--- config.mk ---
export PLATFORM = sky130hd
export DESIGN_NAME = uart_fifo_ptr_ctrl
export DESIGN_NICKNAME = d
export VERILOG_FILES = /design/src/rtl/uart_fifo_pkg.sv /design/src/rtl/uart_fifo_gray_sync.sv /design/src/rtl/uart_fifo_ptr_ctrl.sv
export SDC_FILE = /design/constraint.sdc
export NUM_CORES = 1
export LEC_CHECK = 0
export CAP_MARGIN = 20
export CELL_PAD_IN_SITES_DETAIL_PLACEMENT = 2
export CELL_PAD_IN_SITES_GLOBAL_PLACEMENT = 2
export CORE_MARGIN = 2
export CORE_UTILIZATION = 32
export DETAILED_ROUTE_END_ITERATION = 7
export PLACE_DENSITY = 0.78
export RECOVER_POWER = 100
export SYNTH_ARGS = -nofsm -noshare
export SYNTH_HDL_FRONTEND = slang
export SYNTH_HIERARCHICAL = 1
export SYNTH_SLANG_ARGS = --single-unit
--- constraint.sdc ---
create_clock -name i_fifo_clk -period 2.5 [get_ports i_fifo_clk]
set_input_delay 0.375 -clock i_fifo_clk [delete_from_list [all_inputs] [get_ports i_fifo_clk]]
set_output_delay 0.375 -clock i_fifo_clk [all_outputs]
set_load 0.05 [all_outputs]
--- src/rtl/uart_fifo_pkg.sv ---
// Shared constants and pointer-coding helpers for the UART dual-clock FIFO.
package uart_fifo_pkg;

  // Side selection for uart_fifo_ptr_ctrl.
  localparam int MODE_WR = 0;
  localparam int MODE_RD = 1;

  // Widest pointer the helpers support. Callers zero-extend their pointer to
  // this width and truncate the result back. The upper zero bits do not
  // disturb either conversion, so the same function serves any pointer width.
  localparam int MAX_PTR_W = 32;

  // Binary to reflected Gray code.
  function automatic logic [MAX_PTR_W-1:0] bin2gray(input logic [MAX_PTR_W-1:0] b);
    return b ^ (b >> 1);
  endfunction

  // Gray to binary: each binary bit is the XOR of its Gray bit and all higher
  // Gray bits, so bit[top] = g[top] and bit[i] = bit[i+1] ^ g[i].
  function automatic logic [MAX_PTR_W-1:0] gray2bin(input logic [MAX_PTR_W-1:0] g);
    logic [MAX_PTR_W-1:0] b;
    b = '0;
    for (int i = 0; i < MAX_PTR_W; i++) begin
      b[i] = ^(g >> i);
    end
    return b;
  endfunction

endpackage

--- src/rtl/uart_fifo_gray_sync.sv ---
// Multi-flop synchronizer for a Gray-coded pointer arriving from the other
// clock domain. The stages form a plain flop chain with no logic between
// them. Only one bit of a Gray pointer changes at a time, so the whole bus
// resolves to either the old value or the new value.
module uart_fifo_gray_sync
  import uart_fifo_pkg::*;
#(
  parameter int WIDTH  = 4,
  parameter int STAGES = 2
) (
  input  logic             clk,
  input  logic             rst_n,
  input  logic [WIDTH-1:0] d,
  output logic [WIDTH-1:0] q
);

  logic [WIDTH-1:0] sync_d [STAGES];
  logic [WIDTH-1:0] sync_q [STAGES];

  // Chain wiring: stage 0 samples the asynchronous input, and each later
  // stage samples the stage before it.
  always_comb begin
    for (int i = 0; i < STAGES; i++) begin
      sync_d[i] = (i == 0) ? d : sync_q[(i == 0) ? 0 : i - 1];
    end
  end

  // Flop chain with asynchronous active-low reset.
  always_ff @(posedge clk or negedge rst_n) begin
    if (!rst_n) begin
      for (int i = 0; i < STAGES; i++) begin
        sync_q[i] <= '0;
      end
    end else begin
      for (int i = 0; i < STAGES; i++) begin
        sync_q[i] <= sync_d[i];
      end
    end
  end

  assign q = sync_q[STAGES-1];

endmodule

--- src/rtl/uart_fifo_ptr_ctrl.sv ---
// Pointer controller for one side of the UART dual-clock FIFO.
// MODE_WR: write side, and the flag means full.
// MODE_RD: read side, and the flag means empty.
//
// Handshake: i_fifo_inc is a request qualified only by o_fifo_flag. A request
// is accepted on a rising edge when o_fifo_flag is low. When the flag is high
// the request is dropped, the pointers hold, and o_fifo_err pulses for one
// cycle. There is no separate ready signal; ~o_fifo_flag plays that role.
//
// The flag, level and almost outputs are registered and are computed from
// the next-state local pointer. A local accept is therefore visible on the
// same edge. A remote pointer change reaches these outputs SYNC_STAGES+1
// edges after it appears at the input. The remote view is always stale, so
// full and empty can only release late and never assert late.
module uart_fifo_ptr_ctrl
  import uart_fifo_pkg::*;
#(
  parameter int ADDR_WIDTH    = 3,
  parameter int MODE          = 0,
  parameter int SYNC_STAGES   = 2,
  parameter int ALMOST_THRESH = 2
) (
  input  logic                  i_fifo_clk,
  input  logic                  i_fifo_rst_n,
  input  logic                  i_fifo_inc,
  input  logic [ADDR_WIDTH:0]   i_fifo_remote_gray_ptr,
  output logic [ADDR_WIDTH-1:0] o_fifo_addr,
  output logic [ADDR_WIDTH:0]   o_fifo_gray_ptr,
  output logic                  o_fifo_flag,
  output logic                  o_fifo_almost,
  output logic [ADDR_WIDTH:0]   o_fifo_level,
  output logic                  o_fifo_err
);

  localparam int PTR_WIDTH = ADDR_WIDTH + 1;
  localparam int DEPTH     = 2 ** ADDR_WIDTH;

  // The read side comes out of reset empty and almost-empty.
  localparam logic FLAG_RST = (MODE == MODE_RD);

  // Full is reached when the local Gray pointer equals the remote one with
  // its top two bits inverted.
  localparam logic [PTR_WIDTH-1:0] FULL_MASK = PTR_WIDTH'(3) << (PTR_WIDTH - 2);

  localparam logic [PTR_WIDTH-1:0] ALMOST_FULL_LVL  = PTR_WIDTH'(DEPTH - ALMOST_THRESH);
  localparam logic [PTR_WIDTH-1:0] ALMOST_EMPTY_LVL = PTR_WIDTH'(ALMOST_THRESH);

  logic [PTR_WIDTH-1:0] bin_d,    bin_q;
  logic [PTR_WIDTH-1:0] gray_d,   gray_q;
  logic                 flag_d,   flag_q;
  logic                 almost_d, almost_q;
  logic [PTR_WIDTH-1:0] level_d,  level_q;
  logic                 err_d,    err_q;

  logic                 accept;
  logic [PTR_WIDTH-1:0] sync_gray;
  logic [PTR_WIDTH-1:0] remote_bin;

  uart_fifo_gray_sync #(
    .WIDTH  (PTR_WIDTH),
    .STAGES (SYNC_STAGES)
  ) u_gray_sync (
    .clk   (i_fifo_clk),
    .rst_n (i_fifo_rst_n),
    .d     (i_fifo_remote_gray_ptr),
    .q     (sync_gray)
  );

  // Next-state pointers and status, all derived from bin_d and the
  // currently synchronized remote pointer.
  always_comb begin
    accept     = i_fifo_inc & ~flag_q;
    err_d      = i_fifo_inc & flag_q;
    bin_d      = bin_q + PTR_WIDTH'(accept);
    gray_d     = PTR_WIDTH'(bin2gray(MAX_PTR_W'(bin_d)));
    remote_bin = PTR_WIDTH'(gray2bin(MAX_PTR_W'(sync_gray)));
    level_d    = '0;
    flag_d     = FLAG_RST;
    almost_d   = FLAG_RST;
    if (MODE == MODE_WR) begin
      level_d  = bin_d - remote_bin;
      flag_d   = (gray_d == (sync_gray ^ FULL_MASK));
      almost_d = (level_d >= ALMOST_FULL_LVL);
    end else begin
      level_d  = remote_bin - bin_d;
      flag_d   = (gray_d == sync_gray);
      almost_d = (level_d <= ALMOST_EMPTY_LVL);
    end
  end

  // Pointer and status registers with asynchronous active-low reset.
  always_ff @(posedge i_fifo_clk or negedge i_fifo_rst_n) begin
    if (!i_fifo_rst_n) begin
      bin_q    <= '0;
      gray_q   <= '0;
      flag_q   <= FLAG_RST;
      almost_q <= FLAG_RST;
      level_q  <= '0;
      err_q    <= 1'b0;
    end else begin
      bin_q    <= bin_d;
      gray_q   <= gray_d;
      flag_q   <= flag_d;
      almost_q <= almost_d;
      level_q  <= level_d;
      err_q    <= err_d;
    end
  end

  assign o_fifo_addr     = bin_q[ADDR_WIDTH-1:0];
  assign o_fifo_gray_ptr = gray_q;
  assign o_fifo_flag     = flag_q;
  assign o_fifo_almost   = almost_q;
  assign o_fifo_level    = level_q;
  assign o_fifo_err      = err_q;

endmodule

# Word level (Yosys, flattened, before mapping)
# Cells that the tools add are included.
# totals
inputBits	7
rom_bits	0
latchBits	0
word_cells	21
mem_bits_rw	0
output_inout_bits	14
memories	0
register_bits	23
# classes
magnitude_cmp	1
shift	0
mul	0
n_mux	0
div	0
reduce_logical	4
eq_ne	1
bitwise_logic	5
addsub	2
# op_table
op	count
32-bit XOR reduction	4
4-bit by 1-bit adder with 4-bit output	1
4-bit equality test	1
4-bit by 3-bit >= comparator with 1-bit output, second input constant	1
4-bit subtractor	1
4-bit by 3-bit XOR with 4-bit output	1
1-bit bitwise AND	2
2-bit inverter	1
1-bit inverter	1

# Depth between registers and ports, before layout
# logic_depth
ltp_word	5
ltp_mapped	8
ltp_nobuf	8

# Cells and area by module
# Netlist, hierarchy kept.
# modules_own_cells
mod	area_per_inst_um2	cells_each	n_inst
uart_fifo_ptr_ctrl	706.9	56	1
uart_fifo_gray_sync	200.2	8	1

# Worst setup path after synthesis
# Ideal clock, no wire load.
# synth_path
path_type	flip-flop to flip-flop
startpoint	register flag_q (netlist: o_fifo_flag)
endpoint	register almost_q (netlist: o_fifo_almost)
t_arrival_ps	2360
period_less_slack_ps	2486
stages_incl_launch_ff	9
required_ps	2374
setup_slack_ps	14
path_cell_list	dfrtp_1 -> nor2b_1 -> ha_1 -> ha_1 -> inv_1 -> fa_1 -> inv_1 -> o2bb2ai_1 -> a221o_1
# synth_between
elab_chain_len	5
# synth_rtl
element	line_no	source
start, declared	uart_fifo_ptr_ctrl.sv:50	logic flag_d, flag_q;
start signal, assigned	uart_fifo_ptr_ctrl.sv:103	flag_q <= flag_d;
1-bit inverter	uart_fifo_ptr_ctrl.sv:72	accept = i_fifo_inc & ~flag_q;
1-bit bitwise AND	uart_fifo_ptr_ctrl.sv:72	
4-bit by 1-bit adder with 4-bit output	uart_fifo_ptr_ctrl.sv:74	bin_d = bin_q + PTR_WIDTH'(accept);
via bin_d[1]	uart_fifo_ptr_ctrl.sv:48	logic [PTR_WIDTH-1:0] bin_d, bin_q;
4-bit subtractor	uart_fifo_ptr_ctrl.sv:81	level_d = bin_d - remote_bin;
via level_d[1]	uart_fifo_ptr_ctrl.sv:52	logic [PTR_WIDTH-1:0] level_d, level_q;
4-bit by 3-bit >= comparator with 1-bit output	uart_fifo_ptr_ctrl.sv:83	almost_d = (level_d >= ALMOST_FULL_LVL);
via almost_d	uart_fifo_ptr_ctrl.sv:51	logic almost_d, almost_q;
end signal, assigned	uart_fifo_ptr_ctrl.sv:104	almost_q <= almost_d;
end, declared	uart_fifo_ptr_ctrl.sv:51	
# The timed path passes the listed nets, and every way through them passes these cells.

# Worst setup path in the final report
# layout_path
startpoint	input port i_fifo_inc
endpoint	register almost_q (netlist: o_fifo_almost)
# layout_between
elab_chain_len	4
# layout_rtl
element	line_no	source
start, declared	uart_fifo_ptr_ctrl.sv:25	input logic i_fifo_inc,
1-bit bitwise AND	uart_fifo_ptr_ctrl.sv:72	
4-bit by 1-bit adder with 4-bit output	uart_fifo_ptr_ctrl.sv:74	
via bin_d[1]	uart_fifo_ptr_ctrl.sv:48	
4-bit subtractor	uart_fifo_ptr_ctrl.sv:81	
4-bit by 3-bit >= comparator with 1-bit output	uart_fifo_ptr_ctrl.sv:83	
via almost_d	uart_fifo_ptr_ctrl.sv:51	
# The timed path passes the listed nets, and every way through them passes these cells.

==> results.toml <==
[cts]
clk_path_buf_depth = 2
clkSlewWorstSetupHoldPaths_ns = 0.12
clockRootBuffer = "clkbuf_4"
cts_tree = "done"
cts.sinks = 22
htreeDepth = 1
ctsHoldBuffers = 0
numCtsBuffers = 3
clock_latency_ns = 0.31

[placement]
dpl-instance-area_um2 = 1220
dp_hpwl_um = 1590
gp_congestion = 0.746
io_buffer_count = 20

[sta]
hold_violations = 0
setup-tns-final_ns = 0
report.final.slew_viol_count = 0
fmax_ghz = 0.422
relSlewSlack_pct = 20.7
setup_violations = 0
timing.hold.ws_ns = 0.369
rsz0062_at_grt = "false"
fin_crit_ns = 2.37
fin_crit_sh_pct = 94.9
skew_ns = 0.00107
worst_pin_slew_ns = 1.19

[hold_path]
hold_path.class = "reg -> reg"
holdPathEnd = "u_gray_sync/q[0]$_DFF_PN0_"
hold_depth = 0
hold_start = "u_gray_sync/sync_d[0]$_DFF_PN0_"

[synth]
yosysSeqAreaShare_pct = 60.7
synth_top_family_by_area = "XOR/XNOR gates"
yosys_warnings = 6
synth_compound_area_share_pct = 6.62
synth_fp_nets = 77
synth-simple-area-share_pct = 3.17
muxShareOfSynthArea_pct = 0
synth_fa_ha_area_share_pct = 9.10
synth_cell_types = 19
synth.avg_cell_area_um2 = 14.2
synth_xor_area_share_pct = 17.1
netlist_instances = 64
ys_seq_elements = 22
netlist_area_um2 = 907

[finish]
nets = 112
fillers = 288
design_area_um2 = 1270
drive_gt1_share_pct = 14.3
ff_latch_area_um2 = 551
n_antenna_cell = 0
areaGrowthSynthToFinish_pct = 39.6
multiInputGateArea_um2 = 334

[grt]
grt_usage_pct = 14.0
grt_pass1_wl_um = 3350
antenna_found_initial = 0
grt_pass1_vias = 707
overflow = 0
grt_max_degree = 23

[drt]
drc = 0
viasPerCell = 4.61
wire_per_inst_um = 15.0
antenna_left = 0
firstDrtPassIters = 3
num_vias = 595
wirelength_um = 1930
drt_iter0_markers = 6

[worst_setup_path]
end_kind = "register"
r2r_slack_ns = 0.17
cp_max_fo = 5
timing.rr.start = "u_gray_sync/q[3]$_DFF_PN0_"
start_kind = "primary input"
crit_type = "in -> reg"
worst-r2r-cell-count = 8
cp_data_arrival_time_ns = 2.58
worstPathRequired_ns = 2.71
timing.rr.end = "o_fifo_almost$_DFF_PN0_"

[floorplanning]
start_util_pct = 33.2
ios = 21
rows = 19
die_w_um = 57.2
coreArea_um2 = 2730
dieHeight_um = 57.2
dieArea_um2 = 3280

[flow_run]
cap_violations = 0

[run_status]
status = "finished, final reports clean"
routing by layer:
metal / GRT usage [%] / wire length, um / up-vias
met3: 2.72 / 72 / 3
met2: 26.1 / 1100 / 16
met1: 15.2 / 727 / 303
li1: - / - / 273
met4: 5.98 / 28 / 0
met5: 0 / 0 / -
cell families (layout without fill, tap and decap cells):
family          count (synthesis)  in the layout
compound gates                  7              7
buf+inv                         8             42
flops                          22             22
xor+xnor                       16             16
simple gates                    5              5
fa+ha+maj                       6              6
cells in the mapped netlist:
library cell   n  area [um2]
a211oi_2       1        12.5
o32ai_1        1        8.76
xor2_1         4        35.0
nand3_1        2        10.0
fa_1           1        20.0
xor2_2         1        16.3
nor2b_1        1        6.26
inv_1          8        30.0
a21boi_0       1        7.51
or3_1          1        6.26
a221o_1        1        10.0
a21oi_1        1        5.00
o21a_1         1        7.51
xnor2_2        1        16.3
and2_1         1        6.26
ha_1           5        62.6
dfrtp_1       22         551
o2bb2ai_1      1        8.76
xnor2_1       10        87.6
metrics by stage:
stage               cells  util, %  setup WS, ns
floorplan              64        -        0.0137
finish                129     46.3         0.128
detailed placement    125     44.7        -0.199
CTS                   129     46.6        0.0669
global route          129     46.3        0.0294
global placement      125     44.7       -0.0974
registers in the layout (all words and copies together), names as in the netlist:
signal and count:
bin_q 4, o_fifo_almost 1, o_fifo_err 1, o_fifo_flag 1, o_fifo_gray_ptr 3, o_fifo_level 4, u_gray_sync/q 4, u_gray_sync/sync_d 4
what timing repair did:
item                                    CTS  global route
gates resized for setup                   0             2
endpoints found under the setup margin    0             1
setup buffers                             0             0
cell usage in the layout, fill, tap and decap left out:
cell / netlist / routed
a211oi_2: 1 / 1
a21oi_1: 1 / 1
fa_1: 1 / 1
or3_1: 1 / 1
xor2_1: 4 / 4
ha_1: 5 / 5
buf_4: 0 / 2
clkdlybuf4s50_1: 0 / 1
o2bb2ai_1: 1 / 1
dfrtp_1: 22 / 22
bufinv_16: 0 / 1
xor2_2: 1 / 1
o21a_1: 1 / 1
inv_1: 8 / 8
nand3_1: 2 / 2
a21boi_0: 1 / 1
dlygate4sd3_1: 0 / 19
o32ai_1: 1 / 1
clkbuf_1: 0 / 4
xnor2_1: 10 / 9
clkbuf_4: 0 / 7
and2_0: 0 / 1
xnor2_2: 1 / 2
a221o_1: 1 / 1
nor2b_1: 1 / 1
cell type report:
cell class | instances | area share [%]
Multi-Input combinational cell | 34 | 26.4
Timing Repair Buffer | 30 | 20.6
Inverter | 8 | 2.37
Sequential cell | 22 | 43.5
Tap cell | 31 | 3.06
Clock buffer | 3 | 1.78
Clock inverter | 1 | 2.37
how the worst max path moves through the flow:
stage / slack, ns / to / start / cells past startpoint
after floorplan: 0.01 / o_fifo_almost$_DFF_PN0_ / o_fifo_flag$_DFF_PN0_ / 8
after global routing: 0.03 / o_fifo_almost$_DFF_PN0_ / u_gray_sync/q[3]$_DFF_PN0_ / 8
after detailed placement: -0.20 / o_fifo_almost$_DFF_PN0_ / i_fifo_inc / 9
after global placement: -0.1 / o_fifo_almost$_DFF_PN0_ / i_fifo_inc / 9
final: 0.13 / o_fifo_almost$_DFF_PN0_ / i_fifo_inc / 9
after CTS: 0.07 / o_fifo_almost$_DFF_PN0_ / u_gray_sync/q[3]$_DFF_PN0_ / 8
critical path, cell delays in order:
cell             delay, ns
clkdlybuf4s50_1       0.42
nor2b_1               0.14
ha_1                  0.21
ha_1                  0.31
clkbuf_1              0.24
ha_1                  0.28
a21oi_1               0.22
o2bb2ai_1             0.09
a221o_1               0.30
Power is left out: the tool's default activity adds up to more than one toggle a clock period on the data nets, which glitch-free logic cannot reach.
